## config.mk

```make
export PLATFORM = sky130hd
export DESIGN_NAME = regfile_writeback_flat
export DESIGN_NICKNAME = d
export VERILOG_FILES = /design/src/rtl/xm_pkg.sv /design/src/rtl/regfile_writeback_if.sv /design/src/rtl/wb_fifo.sv /design/src/rtl/regfile_writeback.sv /design/src/flat_wrapper.sv
export SDC_FILE = /design/constraint.sdc
export NUM_CORES = 1
export LEC_CHECK = 0
export ABC_CLOCK_PERIOD_IN_PS = 2800
export CAP_MARGIN = 20
export CORE_UTILIZATION = 40
export CTS_BUF_LIST = sky130_fd_sc_hd__clkbuf_16
export DETAILED_ROUTE_END_ITERATION = 10
export PLACE_DENSITY = 0.69
export RECOVER_POWER = 50
export SETUP_SLACK_MARGIN = 0.5
export SYNTH_ARGS = -nofsm -noshare
export SYNTH_HDL_FRONTEND = slang
export SYNTH_SLANG_ARGS = --single-unit
export TNS_END_PERCENT = 10
```

## constraint.sdc

```tcl
create_clock -name clk_i -period 2.8 [get_ports clk_i]
set_clock_uncertainty 0.15 [all_clocks]
set_input_delay 0.42 -clock clk_i [delete_from_list [all_inputs] [get_ports clk_i]]
set_output_delay 0.42 -clock clk_i [all_outputs]
set_load 0.005 [all_outputs]
```

## src/rtl/xm_pkg.sv

```systemverilog
// Shared types and constants for the X-Makina register-file write-back path.
// Register geometry, the queued write-back entry, and the request source tag.
package xm_pkg;

    localparam int unsigned WORD      = 16;
    localparam int unsigned BYTES     = WORD / 8;
    localparam int unsigned REGISTERS = 8;
    localparam int unsigned AW        = $clog2(REGISTERS);

    typedef struct packed {
        logic [AW-1:0]    addr;
        logic [BYTES-1:0] mode;
        logic [WORD-1:0]  data;
    } wb_entry_t;

    typedef enum logic {
        WB_ALU = 1'b0,
        WB_MEM = 1'b1
    } wb_src_e;

    function automatic logic [REGISTERS-1:0] addr_decode(input logic [AW-1:0] addr);
        logic [REGISTERS-1:0] onehot;
        onehot       = '0;
        onehot[addr] = 1'b1;
        return onehot;
    endfunction

endpackage

```

## src/rtl/regfile_writeback_if.sv

```systemverilog
// Request, PC-update and register-file write signals of the write-back controller.
// The slave side is the controller; the master side is its environment.
interface regfile_writeback_if;
    import xm_pkg::*;

    logic                 alu_valid_i;
    logic                 alu_ready_o;
    logic [AW-1:0]        alu_addr_i;
    logic [BYTES-1:0]     alu_mode_i;
    logic [WORD-1:0]      alu_data_i;

    logic                 mem_valid_i;
    logic                 mem_ready_o;
    logic [AW-1:0]        mem_addr_i;
    logic [BYTES-1:0]     mem_mode_i;
    logic [WORD-1:0]      mem_data_i;

    logic                 pc_valid_i;
    logic                 pc_ready_o;
    logic [WORD-1:0]      pc_i;

    logic                 rf_wrEn_o;
    logic [BYTES-1:0]     rf_wrMode_o;
    logic [AW-1:0]        rf_wrAddr_o;
    logic [WORD-1:0]      rf_data_o;
    logic                 rf_pcEn_o;
    logic [WORD-1:0]      rf_pc_o;

    logic [REGISTERS-1:0] busy_o;
    logic                 idle_o;

    modport slave (
        input  alu_valid_i, alu_addr_i, alu_mode_i, alu_data_i,
        input  mem_valid_i, mem_addr_i, mem_mode_i, mem_data_i,
        input  pc_valid_i, pc_i,
        output alu_ready_o, mem_ready_o, pc_ready_o,
        output rf_wrEn_o, rf_wrMode_o, rf_wrAddr_o, rf_data_o, rf_pcEn_o, rf_pc_o,
        output busy_o, idle_o
    );

    modport master (
        output alu_valid_i, alu_addr_i, alu_mode_i, alu_data_i,
        output mem_valid_i, mem_addr_i, mem_mode_i, mem_data_i,
        output pc_valid_i, pc_i,
        input  alu_ready_o, mem_ready_o, pc_ready_o,
        input  rf_wrEn_o, rf_wrMode_o, rf_wrAddr_o, rf_data_o, rf_pcEn_o, rf_pc_o,
        input  busy_o, idle_o
    );

endinterface

```

## src/rtl/wb_fifo.sv

```systemverilog
// In-order write-back queue: two enqueue slots per cycle (a ahead of b), one pop,
// and a per-register pending-write map built from the valid entries.
module wb_fifo
    import xm_pkg::*;
#(
    parameter int unsigned DEPTH = 4
) (
    input  logic                         clk,
    input  logic                         rst_n,
    input  logic                         push_a,
    input  wb_entry_t                    entry_a,
    input  logic                         push_b,
    input  wb_entry_t                    entry_b,
    input  logic                         pop,
    output wb_entry_t                    head,
    output logic                         empty,
    output logic [$clog2(DEPTH):0]       count,
    output logic [REGISTERS-1:0]         busy
);

    localparam int unsigned PW = $clog2(DEPTH);
    localparam int unsigned CW = PW + 1;

    wb_entry_t        q_r [DEPTH];
    logic [DEPTH-1:0] entry_valid_r;
    logic [PW-1:0]    wr_ptr_r;
    logic [PW-1:0]    rd_ptr_r;
    logic [CW-1:0]    count_r;

    logic [PW-1:0]    wr_ptr_p1_s;
    logic [PW-1:0]    wr_ptr_next_s;
    logic [PW-1:0]    rd_ptr_next_s;
    logic [CW-1:0]    count_next_s;

    // Next pointer and occupancy values; pointers wrap naturally as DEPTH is a power of two.
    always_comb begin
        wr_ptr_p1_s   = wr_ptr_r + PW'(1);
        wr_ptr_next_s = wr_ptr_r + PW'(push_a) + PW'(push_b);
        rd_ptr_next_s = rd_ptr_r + PW'(pop);
        count_next_s  = count_r + CW'(push_a) + CW'(push_b) - CW'(pop);
    end

    // Queue storage, valid vector and pointers; a push into a slot overrides a same-cycle clear.
    always_ff @(posedge clk or negedge rst_n) begin
        if (!rst_n) begin
            for (int i = 0; i < DEPTH; i++) begin
                q_r[i] <= '0;
            end
            entry_valid_r <= '0;
            wr_ptr_r      <= '0;
            rd_ptr_r      <= '0;
            count_r       <= '0;
        end else begin
            if (pop) begin
                entry_valid_r[rd_ptr_r] <= 1'b0;
            end
            if (push_a) begin
                q_r[wr_ptr_r]           <= entry_a;
                entry_valid_r[wr_ptr_r] <= 1'b1;
            end
            if (push_b) begin
                q_r[wr_ptr_p1_s]           <= entry_b;
                entry_valid_r[wr_ptr_p1_s] <= 1'b1;
            end
            wr_ptr_r <= wr_ptr_next_s;
            rd_ptr_r <= rd_ptr_next_s;
            count_r  <= count_next_s;
        end
    end

    // Pending-write map: zero-mode entries never mark their register busy.
    always_comb begin
        busy = '0;
        for (int i = 0; i < DEPTH; i++) begin
            busy = busy | ({REGISTERS{entry_valid_r[i] & (q_r[i].mode != '0)}}
                           & addr_decode(q_r[i].addr));
        end
    end

    assign head  = q_r[rd_ptr_r];
    assign empty = (count_r == '0);
    assign count = count_r;

endmodule

```

## src/rtl/regfile_writeback.sv

```systemverilog
// Write-side controller of the X-Makina register file: queues ALU/MEM write-backs,
// retires one per cycle and arbitrates PC updates with a bounded starvation window.
module regfile_writeback
    import xm_pkg::*;
#(
    parameter int unsigned DEPTH  = 4,
    parameter int unsigned STARVE = 3
) (
    input  logic                clk_i,
    input  logic                arstn_i,
    regfile_writeback_if.slave  bus
);

    localparam int unsigned CW = $clog2(DEPTH) + 1;
    localparam int unsigned SW = $clog2(STARVE + 1);
    localparam logic [CW-1:0] DEPTH_C  = CW'(DEPTH);
    localparam logic [SW-1:0] STARVE_C = SW'(STARVE);

    wb_entry_t            alu_entry_s;
    wb_entry_t            mem_entry_s;
    wb_entry_t            entry_a_s;
    wb_entry_t            head_s;
    wb_src_e              first_src_s;
    logic                 alu_fire_s;
    logic                 mem_fire_s;
    logic                 push_a_s;
    logic                 push_b_s;
    logic                 pop_s;
    logic                 empty_s;
    logic                 pc_grant_s;
    logic [CW-1:0]        count_s;
    logic [CW-1:0]        free_s;
    logic [REGISTERS-1:0] busy_s;
    logic [SW-1:0]        scnt_r;

    // Readies depend only on queue occupancy, so a request can never be accepted into a full slot.
    always_comb begin
        free_s = DEPTH_C - count_s;
        if (!arstn_i) begin
            bus.alu_ready_o = 1'b0;
            bus.mem_ready_o = 1'b0;
        end else if (free_s >= CW'(2)) begin
            bus.alu_ready_o = 1'b1;
            bus.mem_ready_o = 1'b1;
        end else if (free_s == CW'(1)) begin
            bus.alu_ready_o = 1'b0;
            bus.mem_ready_o = 1'b1;
        end else begin
            bus.alu_ready_o = 1'b0;
            bus.mem_ready_o = 1'b0;
        end
    end

    // Enqueue steering: a MEM request always takes the first slot, ahead of ALU.
    always_comb begin
        alu_entry_s = '{addr: bus.alu_addr_i, mode: bus.alu_mode_i, data: bus.alu_data_i};
        mem_entry_s = '{addr: bus.mem_addr_i, mode: bus.mem_mode_i, data: bus.mem_data_i};
        alu_fire_s  = bus.alu_valid_i & bus.alu_ready_o;
        mem_fire_s  = bus.mem_valid_i & bus.mem_ready_o;
        if (mem_fire_s) begin
            first_src_s = WB_MEM;
        end else begin
            first_src_s = WB_ALU;
        end
        case (first_src_s)
            WB_MEM:  entry_a_s = mem_entry_s;
            WB_ALU:  entry_a_s = alu_entry_s;
            default: entry_a_s = alu_entry_s;
        endcase
        push_a_s = mem_fire_s | alu_fire_s;
        push_b_s = mem_fire_s & alu_fire_s;
    end

    // PC wins when nothing is queued or once the GPR side has used its full streak.
    always_comb begin
        pc_grant_s = arstn_i & bus.pc_valid_i & (empty_s | (scnt_r == STARVE_C));
        pop_s      = ~empty_s & ~pc_grant_s;
    end

    // Starvation counter: counts retires only while a PC update is waiting.
    always_ff @(posedge clk_i or negedge arstn_i) begin
        if (!arstn_i) begin
            scnt_r <= '0;
        end else if (!bus.pc_valid_i || pc_grant_s) begin
            scnt_r <= '0;
        end else if (pop_s && (scnt_r != STARVE_C)) begin
            scnt_r <= scnt_r + SW'(1);
        end else begin
            scnt_r <= scnt_r;
        end
    end

    wb_fifo #(
        .DEPTH (DEPTH)
    ) u_fifo (
        .clk     (clk_i),
        .rst_n   (arstn_i),
        .push_a  (push_a_s),
        .entry_a (entry_a_s),
        .push_b  (push_b_s),
        .entry_b (alu_entry_s),
        .pop     (pop_s),
        .head    (head_s),
        .empty   (empty_s),
        .count   (count_s),
        .busy    (busy_s)
    );

    // Register-file drive: the queue head is presented directly; a zero-mode head retires silently.
    always_comb begin
        bus.rf_pcEn_o  = pc_grant_s;
        bus.pc_ready_o = pc_grant_s;
        if (arstn_i) begin
            bus.rf_pc_o = bus.pc_i;
        end else begin
            bus.rf_pc_o = '0;
        end
        bus.rf_wrEn_o = pop_s & (head_s.mode != '0);
        if (empty_s) begin
            bus.rf_wrMode_o = '0;
            bus.rf_wrAddr_o = '0;
            bus.rf_data_o   = '0;
        end else begin
            bus.rf_wrMode_o = head_s.mode;
            bus.rf_wrAddr_o = head_s.addr;
            bus.rf_data_o   = head_s.data;
        end
        bus.busy_o = busy_s;
        bus.idle_o = empty_s & ~(arstn_i & bus.pc_valid_i);
    end

endmodule

```

## src/flat_wrapper.sv

```systemverilog
// flat-port wrapper written by rule: the top's interface ports become plain ports
module regfile_writeback_flat import xm_pkg::*;
#(
    parameter int unsigned DEPTH  = 4,
    parameter int unsigned STARVE = 3
)
  (clk_i, arstn_i, bus_alu_valid_i, bus_alu_addr_i, bus_alu_mode_i, bus_alu_data_i, bus_mem_valid_i, bus_mem_addr_i, bus_mem_mode_i, bus_mem_data_i, bus_pc_valid_i, bus_pc_i, bus_alu_ready_o, bus_mem_ready_o, bus_pc_ready_o, bus_rf_wrEn_o, bus_rf_wrMode_o, bus_rf_wrAddr_o, bus_rf_data_o, bus_rf_pcEn_o, bus_rf_pc_o, bus_busy_o, bus_idle_o);
  regfile_writeback_if bus_i ();
  input  logic clk_i;
  input  logic arstn_i;
  input wire logic [$bits(bus_i.alu_valid_i)-1:0] bus_alu_valid_i;
  input wire logic [$bits(bus_i.alu_addr_i)-1:0] bus_alu_addr_i;
  input wire logic [$bits(bus_i.alu_mode_i)-1:0] bus_alu_mode_i;
  input wire logic [$bits(bus_i.alu_data_i)-1:0] bus_alu_data_i;
  input wire logic [$bits(bus_i.mem_valid_i)-1:0] bus_mem_valid_i;
  input wire logic [$bits(bus_i.mem_addr_i)-1:0] bus_mem_addr_i;
  input wire logic [$bits(bus_i.mem_mode_i)-1:0] bus_mem_mode_i;
  input wire logic [$bits(bus_i.mem_data_i)-1:0] bus_mem_data_i;
  input wire logic [$bits(bus_i.pc_valid_i)-1:0] bus_pc_valid_i;
  input wire logic [$bits(bus_i.pc_i)-1:0] bus_pc_i;
  output wire logic [$bits(bus_i.alu_ready_o)-1:0] bus_alu_ready_o;
  output wire logic [$bits(bus_i.mem_ready_o)-1:0] bus_mem_ready_o;
  output wire logic [$bits(bus_i.pc_ready_o)-1:0] bus_pc_ready_o;
  output wire logic [$bits(bus_i.rf_wrEn_o)-1:0] bus_rf_wrEn_o;
  output wire logic [$bits(bus_i.rf_wrMode_o)-1:0] bus_rf_wrMode_o;
  output wire logic [$bits(bus_i.rf_wrAddr_o)-1:0] bus_rf_wrAddr_o;
  output wire logic [$bits(bus_i.rf_data_o)-1:0] bus_rf_data_o;
  output wire logic [$bits(bus_i.rf_pcEn_o)-1:0] bus_rf_pcEn_o;
  output wire logic [$bits(bus_i.rf_pc_o)-1:0] bus_rf_pc_o;
  output wire logic [$bits(bus_i.busy_o)-1:0] bus_busy_o;
  output wire logic [$bits(bus_i.idle_o)-1:0] bus_idle_o;
  assign bus_i.alu_valid_i = bus_alu_valid_i;
  assign bus_i.alu_addr_i = bus_alu_addr_i;
  assign bus_i.alu_mode_i = bus_alu_mode_i;
  assign bus_i.alu_data_i = bus_alu_data_i;
  assign bus_i.mem_valid_i = bus_mem_valid_i;
  assign bus_i.mem_addr_i = bus_mem_addr_i;
  assign bus_i.mem_mode_i = bus_mem_mode_i;
  assign bus_i.mem_data_i = bus_mem_data_i;
  assign bus_i.pc_valid_i = bus_pc_valid_i;
  assign bus_i.pc_i = bus_pc_i;
  assign bus_alu_ready_o = bus_i.alu_ready_o;
  assign bus_mem_ready_o = bus_i.mem_ready_o;
  assign bus_pc_ready_o = bus_i.pc_ready_o;
  assign bus_rf_wrEn_o = bus_i.rf_wrEn_o;
  assign bus_rf_wrMode_o = bus_i.rf_wrMode_o;
  assign bus_rf_wrAddr_o = bus_i.rf_wrAddr_o;
  assign bus_rf_data_o = bus_i.rf_data_o;
  assign bus_rf_pcEn_o = bus_i.rf_pcEn_o;
  assign bus_rf_pc_o = bus_i.rf_pc_o;
  assign bus_busy_o = bus_i.busy_o;
  assign bus_idle_o = bus_i.idle_o;
  regfile_writeback #(.DEPTH(DEPTH), .STARVE(STARVE)) u_core (.clk_i(clk_i), .arstn_i(arstn_i), .bus(bus_i));
endmodule
```

==> results of run 1 <==
[flip-flops by register name (all words and copies together) (netlist names)]
signal                       flops
u_core.scnt_r                    2
u_core.u_fifo.rd_ptr_r           2
u_core.u_fifo.entry_valid_r      4
u_core.u_fifo.q_r               84
u_core.u_fifo.count              3
u_core.u_fifo.wr_ptr_r           2
[cell usage after synthesis, drive strengths merged (19+ instances only)]
cell type / n / area (um2)
a21oi: 22 / 110.1
nor2: 38 / 142.6
and2: 19 / 118.9
dfrtp: 97 / 2427
o22ai: 22 / 143.9
mux4: 21 / 473.0
buf: 28 / 197.7
nor2b: 23 / 143.9
o221a: 42 / 473.0
inv: 72 / 270.3
a221oi: 21 / 302.8
nand2: 55 / 211.5
[what timing repair did]
item,in CTS,in global routing
pin swaps,13,101
hold buffers,2,0
endpoints found under the hold margin,18,0
gates cloned,0,2
gates resized for setup,19,291
endpoints found under the setup margin,126,128
setup buffers,8,15
[per-stage QoR]
| step | instances | hold WS [ps] |
|---|---|---|
| global route | 886 | 115.6 |
| global placement | 844 | 300.2 |
| detailed placement | 844 | 307.2 |
| finish | 886 | 82.16 |
| floorplan | 555 | -25.59 |
| CTS | 869 | 92.47 |
[metal layers]
metal,vias to the layer above,wire (um),track usage
met5,-,0,0
met4,0,417,0.09877
met3,34,1149,0.03277
met2,210,9774,0.4311
met1,2696,8172,0.3293
li1,2331,-,-
[power by group]
group	total, mW	internal [mW]	switching, mW
logic	6.04	3.46	2.58
registers	2.72	2.06	0.659
clock network	1.24	0.684	0.553
total	10.0	6.21	3.79
[layout make-up]
type                            count  area share
Clock buffer                        9     0.02548
Clock inverter                      6    0.006795
Multi-Input combinational cell    348      0.4434
Timing Repair Buffer              174      0.1930
Inverter                           72     0.03058
Tap cell                          180     0.02548
Sequential cell                    97      0.2753
[how the worst max path moves through the flow]
stage                           start                      to  slack [ps]  depth (start not counted)
6_report       u_core.u_fifo.count[0]  u_core.u_fifo.count[2]          -6                         12
5_1_grt        u_core.u_fifo.count[0]  u_core.u_fifo.count[2]         -80                         12
4_1_cts        u_core.u_fifo.count[0]  u_core.u_fifo.count[2]          20                         12
3_5_place_dp          bus_alu_valid_i  u_core.u_fifo.count[2]         -50                         10
3_3_place_gp          bus_alu_valid_i  u_core.u_fifo.count[2]          10                         10
2_1_floorplan  u_core.u_fifo.count[1]  u_core.u_fifo.count[2]         -80                         12
[logic make-up (layout without fill, tap and decap cells)]
family	count (synthesis)	after routing	synth area share
buf+inv	110	261	0.08773
compound gates	140	140	0.2243
xor+xnor	5	5	0.007600
flops	97	97	0.4213
fa+ha+maj	10	10	0.02562
mux	21	21	0.08208
simple gates	172	172	0.1514
==> metrics.cfg, run 1 <==
[timing]
finalWorstSetupSlack_ps = -6.217
finalHoldViolCount = 0
finalCriticalPeriod_ps = 2806
period_share = 1.002
finalSetupTns_ps = -6.217
relSlewSlack = 0.1894
maxSlewViolCount = 0
max_freq_ghz = 0.3564
worst_slew_pin_slew_ps = 1216
rsz0062_at_grt = true
setup_viol = 1

[clock_tree]
clk_root_buffer_cell = clkbuf_16
htreeDepth = 3
cts.sinks = 97
clockBufferDepth = 2
numCtsBuffers = 9
cts_tree = done
path_clk_slew_ps = 70
clock_latency_ps = 350

[global_route]
grt_pass1_wl_um = 28470
track_usage = 0.2545
grt_max_degree = 38
first_global_vias = 5289
grt_overflow = 0
antenna_found_initial = 0

[cells_and_area]
final_common_cell = dfrtp_1
post-route-util = 0.6318
seqCellArea_um2 = 2434
multi_input_area_um2 = 3919
syn_to_final_growth_pct = 53.40
nNetsFinal = 775
n_fill_cell = 1060
diodes = 0
final_area_um2 = 8838
drive_gt1_frac = 0.4207
layout_common_cells = dfrtp_1, clkdlybuf4s50_1, inv_1

[synthesis]
avgSynthCellArea_um2 = 10.38
synthDistinctLibCells = 51
synth_cells = 555
synth-edff-count = 0
synthFlopType = dfrtp_1
ys_seq_elements = 97
synthArstFlopShare = 1.000
yosysWarnings = 0
synth-seq-area-share = 0.4213
syn-num-nets = 628
syn_area_um2 = 5762

[place]
pre_cts_ws_ps = -47.78
port_buffers = 113
place_congestion = 0.8200
placed_cell_area_um2 = 7273
place_hpwl_um = 12040

[worst_hold_path]
min_path_type = input port to async pin

[setup_path]
r2r-end = u_core.u_fifo.count[2]
worstPathRequired_ps = 2880
r2r_setup_slack_ps = -6
endpoint_kind = register
critPathTopFamily = adder cells
cp_data_arrival_time_ps = 2890
path_buf_inv = 2
crit_chain = inv_2, ha_4, ha_4, nor3b_4, nor2_2, nand2_1, ha_1, inv_2, fa_2, fa_2, xnor2_2, xnor2_1
r2r_start = u_core.u_fifo.count[0]
path_class = register to register
max_stage_delay_ps = 400
crit_path_start_kind = register
path_max_fanout = 3
ff2ff_path_depth = 12
crit_slowest_cell = dfrtp_1

[detailed_routing]
viasPerCell = 5.949
drtAntennaViolNets = 0
vias = 5271
drtPass1Iterations = 5
wl_um = 19510
drc = 0
avgRoutedWirePerCell_um = 22.02
drt_iter0_drc = 358

[power]
p_per_area_nw_per_um2 = 1132
p_leak_nw = 3.686
vdd_drop_max_mv = 0.4550
power_mw = 10.00

[die]
ios = 114
die_x_um = 122.0
rows = 43
core-area_um2 = 13990
initial_core_util = 0.4119
die_area_um2 = 14890
die_h_um = 122.0

[flow_run]
cap_violations = 0

[status]
status = complete, but fails checks
failed_checks = negative setup slack

(Power assumes the default switching activity.)
==> inputs of run 2 (changes only) <==
--- a/config.mk
+++ b/config.mk
@@ -11,7 +11,6 @@
 export CTS_BUF_LIST = sky130_fd_sc_hd__clkbuf_16
 export DETAILED_ROUTE_END_ITERATION = 10
 export PLACE_DENSITY = 0.69
-export RECOVER_POWER = 50
 export SETUP_SLACK_MARGIN = 0.5
 export SYNTH_ARGS = -nofsm -noshare
 export SYNTH_HDL_FRONTEND = slang
==> run 2 against run 1 <==
The flow still finishes with violations (negative setup slack). Die area unchanged. Largest power group unchanged. Total power barely moved. Design area rose by 0.17%. Non-clock buffer count stayed put. Combinational power about the same. Worst hold slack about the same. Global-route usage stayed put. Count of clock-buffer cells in the layout unchanged. Core utilization increased by 0.11 points. Via count is essentially flat. Setup slack hardly changed. Critical path depth unchanged.
==> metrics.cfg, run 2 (synthesized netlist as in run 1, its figures left out) <==
[setup_path]
path_class = register to register
cp_data_arrival_time_ps = 2890
r2r_setup_slack_ps = -6
r2r-end = u_core.u_fifo.count[2]
ff2ff_path_depth = 12
endpoint_kind = register
crit_path_start_kind = register
r2r_start = u_core.u_fifo.count[0]
worstPathRequired_ps = 2880
path_max_fanout = 3

[clock_tree]
cts_tree = done
cts.sinks = 97
htreeDepth = 3
clk_root_buffer_cell = clkbuf_16
numCtsBuffers = 9
path_clk_slew_ps = 70
clockBufferDepth = 2
clock_latency_ps = 350

[place]
place_congestion = 0.8200
port_buffers = 113
place_hpwl_um = 12040
pre_cts_ws_ps = -47.78
dp_cells = 844

[die]
initial_core_util = 0.4119
die_x_um = 122.0
ios = 114
rows = 43
die_area_um2 = 14890
core-area_um2 = 13990
die_h_um = 122.0

[timing]
hold_ws_ps = 82.31
rsz0062_at_grt = true
maxSlewViolCount = 0
finalSetupTns_ps = -6.217
finalWorstSetupSlack_ps = -6.217
max_freq_ghz = 0.3564
setup_viol = 1
worst_slew_pin_slew_ps = 548.5
relSlewSlack = 0.6331
finalHoldViolCount = 0
finalCriticalPeriod_ps = 2806
period_share = 1.002

[cells_and_area]
nNetsFinal = 775
diodes = 0
top_register = u_core.u_fifo.q_r
final_common_cell = dfrtp_1
layout_common_cells = dfrtp_1, clkdlybuf4s50_1, inv_1
largest_reg_flops = 84
syn_to_final_growth_pct = 53.66
drive_gt1_frac = 0.4249
finalNonFillerCells = 886

[power]
p_leak_nw = 3.696
p_per_area_nw_per_um2 = 1131
power_mw = 10.01
vdd_drop_max_mv = 0.4548

[detailed_routing]
viasPerCell = 5.954
drtPass1Iterations = 5
wl_um = 19490
vias = 5275
avgRoutedWirePerCell_um = 22.00
drt_iter0_drc = 349
drtAntennaViolNets = 0
drc = 0

[status]
failed_checks = negative setup slack
status = complete, but fails checks

[global_route]
grt_pass1_wl_um = 28470
first_global_vias = 5289
antenna_found_initial = 0
grt_max_degree = 38
grt_overflow = 0
track_usage = 0.2545

[flow_run]
cap_violations = 0

[worst_hold_path]
min_path_type = input port to async pin

## run 2: changes by cell type in the layout (fill, tap and decap cells not counted), sizes merged
cell,change
clkbuf,-2
buf,+2
## run 2: report_power, final
part | leakage [nW] | switching, mW | internal [mW] | total, mW
registers | 1.04 | 0.658 | 2.06 | 2.72
clock network | 0.139 | 0.552 | 0.683 | 1.24
logic | 2.51 | 2.58 | 3.47 | 6.05
## run 2: area by class of cell
type / instances / area (um2)
Multi-Input combinational cell: 348 / 3926
Inverter: 72 / 270.3
Timing Repair Buffer: 174 / 1713
Clock inverter: 6 / 60.06
Fill cell: 1057 / 5135
Tap cell: 180 / 225.2
Clock buffer: 9 / 225.2
Sequential cell: 97 / 2434
## run 2: how the worst max path moves through the flow
stage	startpoint	end	slack [ps]	cells after the start
detailed placement	bus_alu_valid_i	u_core.u_fifo.count[2]	-50	10
CTS	u_core.u_fifo.count[0]	u_core.u_fifo.count[2]	20	12
global route	u_core.u_fifo.count[0]	u_core.u_fifo.count[2]	-80	12
finish	u_core.u_fifo.count[0]	u_core.u_fifo.count[2]	-6	12
floorplan	u_core.u_fifo.count[1]	u_core.u_fifo.count[2]	-80	12
global placement	bus_alu_valid_i	u_core.u_fifo.count[2]	10	10
## run 2: layer usage
metal / up-vias / wire length (um) / global-route usage
met4: 0 / 414 / 0.09877
li1: 2332 / - / -
met5: - / 0 / 0
met3: 34 / 1140 / 0.03277
met2: 212 / 9781 / 0.4311
met1: 2697 / 8153 / 0.3293
## run 2: critical path, stage by stage, from the launching register on
cell	delay [ps]
dfrtp_1	400
inv_2	90
ha_4	140
ha_4	190
nor3b_4	150
nor2_2	130
nand2_1	90
ha_1	300
inv_2	50
fa_2	350
fa_2	370
xnor2_2	150
xnor2_1	130
## run 2: repair_timing
item | in CTS | in global routing
hold buffers | 2 | 0
gates resized for setup | 19 | 291
hold endpoints to repair | 18 | 0
buffers inserted | 8 | 15
pin swaps | 13 | 101
setup endpoints to repair | 126 | 128
cloned | 0 | 2
## run 2: metrics by stage
stage               area (um2)    util
floorplan                 5808       -
global placement          7273  0.5199
global route              8853  0.6329
finish                    8853  0.6329
CTS                       7661  0.5477
detailed placement        7273  0.5199
==> inputs of run 3 (changes only) <==
--- a/config.mk
+++ b/config.mk
@@ -10,6 +10,7 @@
 export CORE_UTILIZATION = 40
 export CTS_BUF_LIST = sky130_fd_sc_hd__clkbuf_16
 export DETAILED_ROUTE_END_ITERATION = 10
+export GPL_TIMING_DRIVEN = 0
 export PLACE_DENSITY = 0.69
 export SETUP_SLACK_MARGIN = 0.5
 export SYNTH_ARGS = -nofsm -noshare
==> run 3 against run 2 <==
The run now ends clean. Critical path depth is the same. Die area stayed put. Core utilization down 4.8 points. Non-clock buffer count is 12 higher. Worst hold slack worse by 37 ps. Design area decreased by 7.5%. Setup slack gained 18 ps. Sequential power shrank 4%. Combinational power shrank 8.4%. First-iteration DRC count grew 4.6%. Largest cell class unchanged. Via count down 0.45%. Clock power down 8%.
==> metrics.cfg, run 3 (synthesized netlist as in run 1, its figures left out) <==
[cells_and_area]
layout_common_cells = dfrtp_1, clkdlybuf4s50_1, inv_1
n_fill_cell = 1183
multi_input_area_um2 = 3172
syn_to_final_growth_pct = 42.08
diodes = 0
top_register = u_core.u_fifo.q_r
nNetsFinal = 787
final_common_cell = dfrtp_1
drive_gt1_frac = 0.3663
largest_reg_flops = 84
seqCellArea_um2 = 2434
finalNonFillerCells = 898

[detailed_routing]
wl_met2_um = 8855
drtAntennaViolNets = 0
drt_iter0_drc = 365
wl_um = 18650
drtPass1Iterations = 4
route.met3.wl_um = 1487
drc = 0
wl_met1_um = 7706
avgRoutedWirePerCell_um = 20.77
vias = 5251
viasPerCell = 5.847
top_layer_used = met4

[clock_tree]
cts_tree = done
htreeDepth = 3
path_clk_slew_ps = 70
cts.sinks = 97
clk_root_buffer_cell = clkbuf_16
numCtsBuffers = 9
clockBufferDepth = 2
clock_latency_ps = 360

[die]
die_h_um = 122.0
rows = 43
die_area_um2 = 14890
die_x_um = 122.0
core-area_um2 = 13990
initial_core_util = 0.4119
ios = 114

[setup_path]
max_stage_delay_ps = 400
endpoint_kind = register
path_class = register to register
crit_slowest_cell = dfrtp_1
cp_data_arrival_time_ps = 2870
crit_path_start_kind = register
path_max_fanout = 3
crit_chain = inv_2, ha_4, ha_4, nor3b_4, nor2_4, nand2_2, ha_4, inv_2, fa_2, fa_2, xnor2_2, xnor2_1
cpMostUsedCell = ha_4
worstPathRequired_ps = 2880

[place]
dp_cells = 849
port_buffers = 113
place_hpwl_um = 12320
place_congestion = 0.9064

[global_route]
track_usage = 0.2620
grt_overflow = 0
antenna_found_initial = 0
grt_max_degree = 36
first_global_vias = 5293
grt_pass1_wl_um = 28740

[power]
p_per_area_nw_per_um2 = 1134
power_mw = 9.281
vdd_drop_max_mv = 0.4153
p_leak_nw = 3.643

[timing]
relSlewSlack = 0.5395
worst_slew_pin_slew_ps = 684.4
max_freq_ghz = 0.3587
maxSlewViolCount = 0
finalCriticalPeriod_ps = 2788
period_share = 0.9957
setup_viol = 0
finalHoldViolCount = 0
rsz0062_at_grt = true

[worst_hold_path]
min_path_type = input port to async pin

[flow_run]
cap_violations = 0

[status]
status = finished, final reports clean

run 3: metal layers:
| metal | up-vias | global-route usage |
|---|---|---|
| met5 | - | 0 |
| li1 | 2337 | - |
| met4 | 0 | 0.1327 |
| met1 | 2604 | 0.3409 |
| met3 | 40 | 0.04775 |
| met2 | 270 | 0.4174 |
run 3: critical path: cells and delay by family (launching register included):
| kind | cells | cell delay [ps] |
|---|---|---|
| XOR/XNOR | 2 | 280 |
| adder cells (fa/ha/maj) | 5 | 1330 |
| buffers and inverters | 2 | 120 |
| flip-flops | 1 | 400 |
| AND/OR/NAND/NOR | 3 | 380 |
run 3: cell type report:
| type | count | share of cell area |
|---|---|---|
| Buffer | 38 | 0.04661 |
| Clock buffer | 9 | 0.02751 |
| Clock inverter | 6 | 0.004585 |
| Inverter | 72 | 0.03301 |
| Multi-Input combinational cell | 348 | 0.3874 |
| Sequential cell | 97 | 0.2973 |
| Tap cell | 180 | 0.02751 |
| Timing Repair Buffer | 148 | 0.1761 |
run 3: through the flow:
step	utilization	hold WS, ps	setup WS, ps	instance area, um2	setup TNS [ps]
final	0.5852	45.69	12.08	8187	0
after global routing	0.5852	53.64	-56.05	8187	-83.21
after CTS	0.5655	36.91	29.21	7910	0
after detailed placement	0.5140	285.8	-568.2	7189	-5437
after global placement	0.5122	335.3	-4455	7164	-667610
after floorplan	-	-25.59	-78.20	5808	-78.20
run 3: worst paths after layout:
path / startpoint / endpoint / slack, ps / cells after the start
worst min register to register: u_core.u_fifo.q_r[74] / u_core.u_fifo.q_r[74] / 360 / 2
max in group asynchronous: arstn_i / u_core.u_fifo.wr_ptr_r[1] / 1710 / 4
worst min-delay path: arstn_i / u_core.u_fifo.q_r[54] / 50 / 3
min in group clk_i: u_core.u_fifo.q_r[74] / u_core.u_fifo.q_r[74] / 360 / 2
worst max-delay path: u_core.u_fifo.count[0] / u_core.u_fifo.count[2] / 10 / 12
worst max register to register: u_core.u_fifo.count[0] / u_core.u_fifo.count[2] / 10 / 12
run 3: where the power goes:
group	leakage, nW	total (mW)	internal [mW]	switching, mW
Sequential	1.04	2.60	2.06	0.534
Combinational	2.47	5.54	3.11	2.43
Clock	0.130	1.14	0.593	0.551
Total	3.64	9.28	5.77	3.51
run 3: timing repair:
| item | in CTS | in global routing |
|---|---|---|
| hold endpoints to repair | 35 | 0 |
| buffers inserted | 25 | 3 |
| pin swaps | 9 | 19 |
| hold buffers | 4 | 0 |
| resized for setup | 89 | 153 |
| setup endpoints to repair | 138 | 127 |
| gates cloned | 2 | 0 |
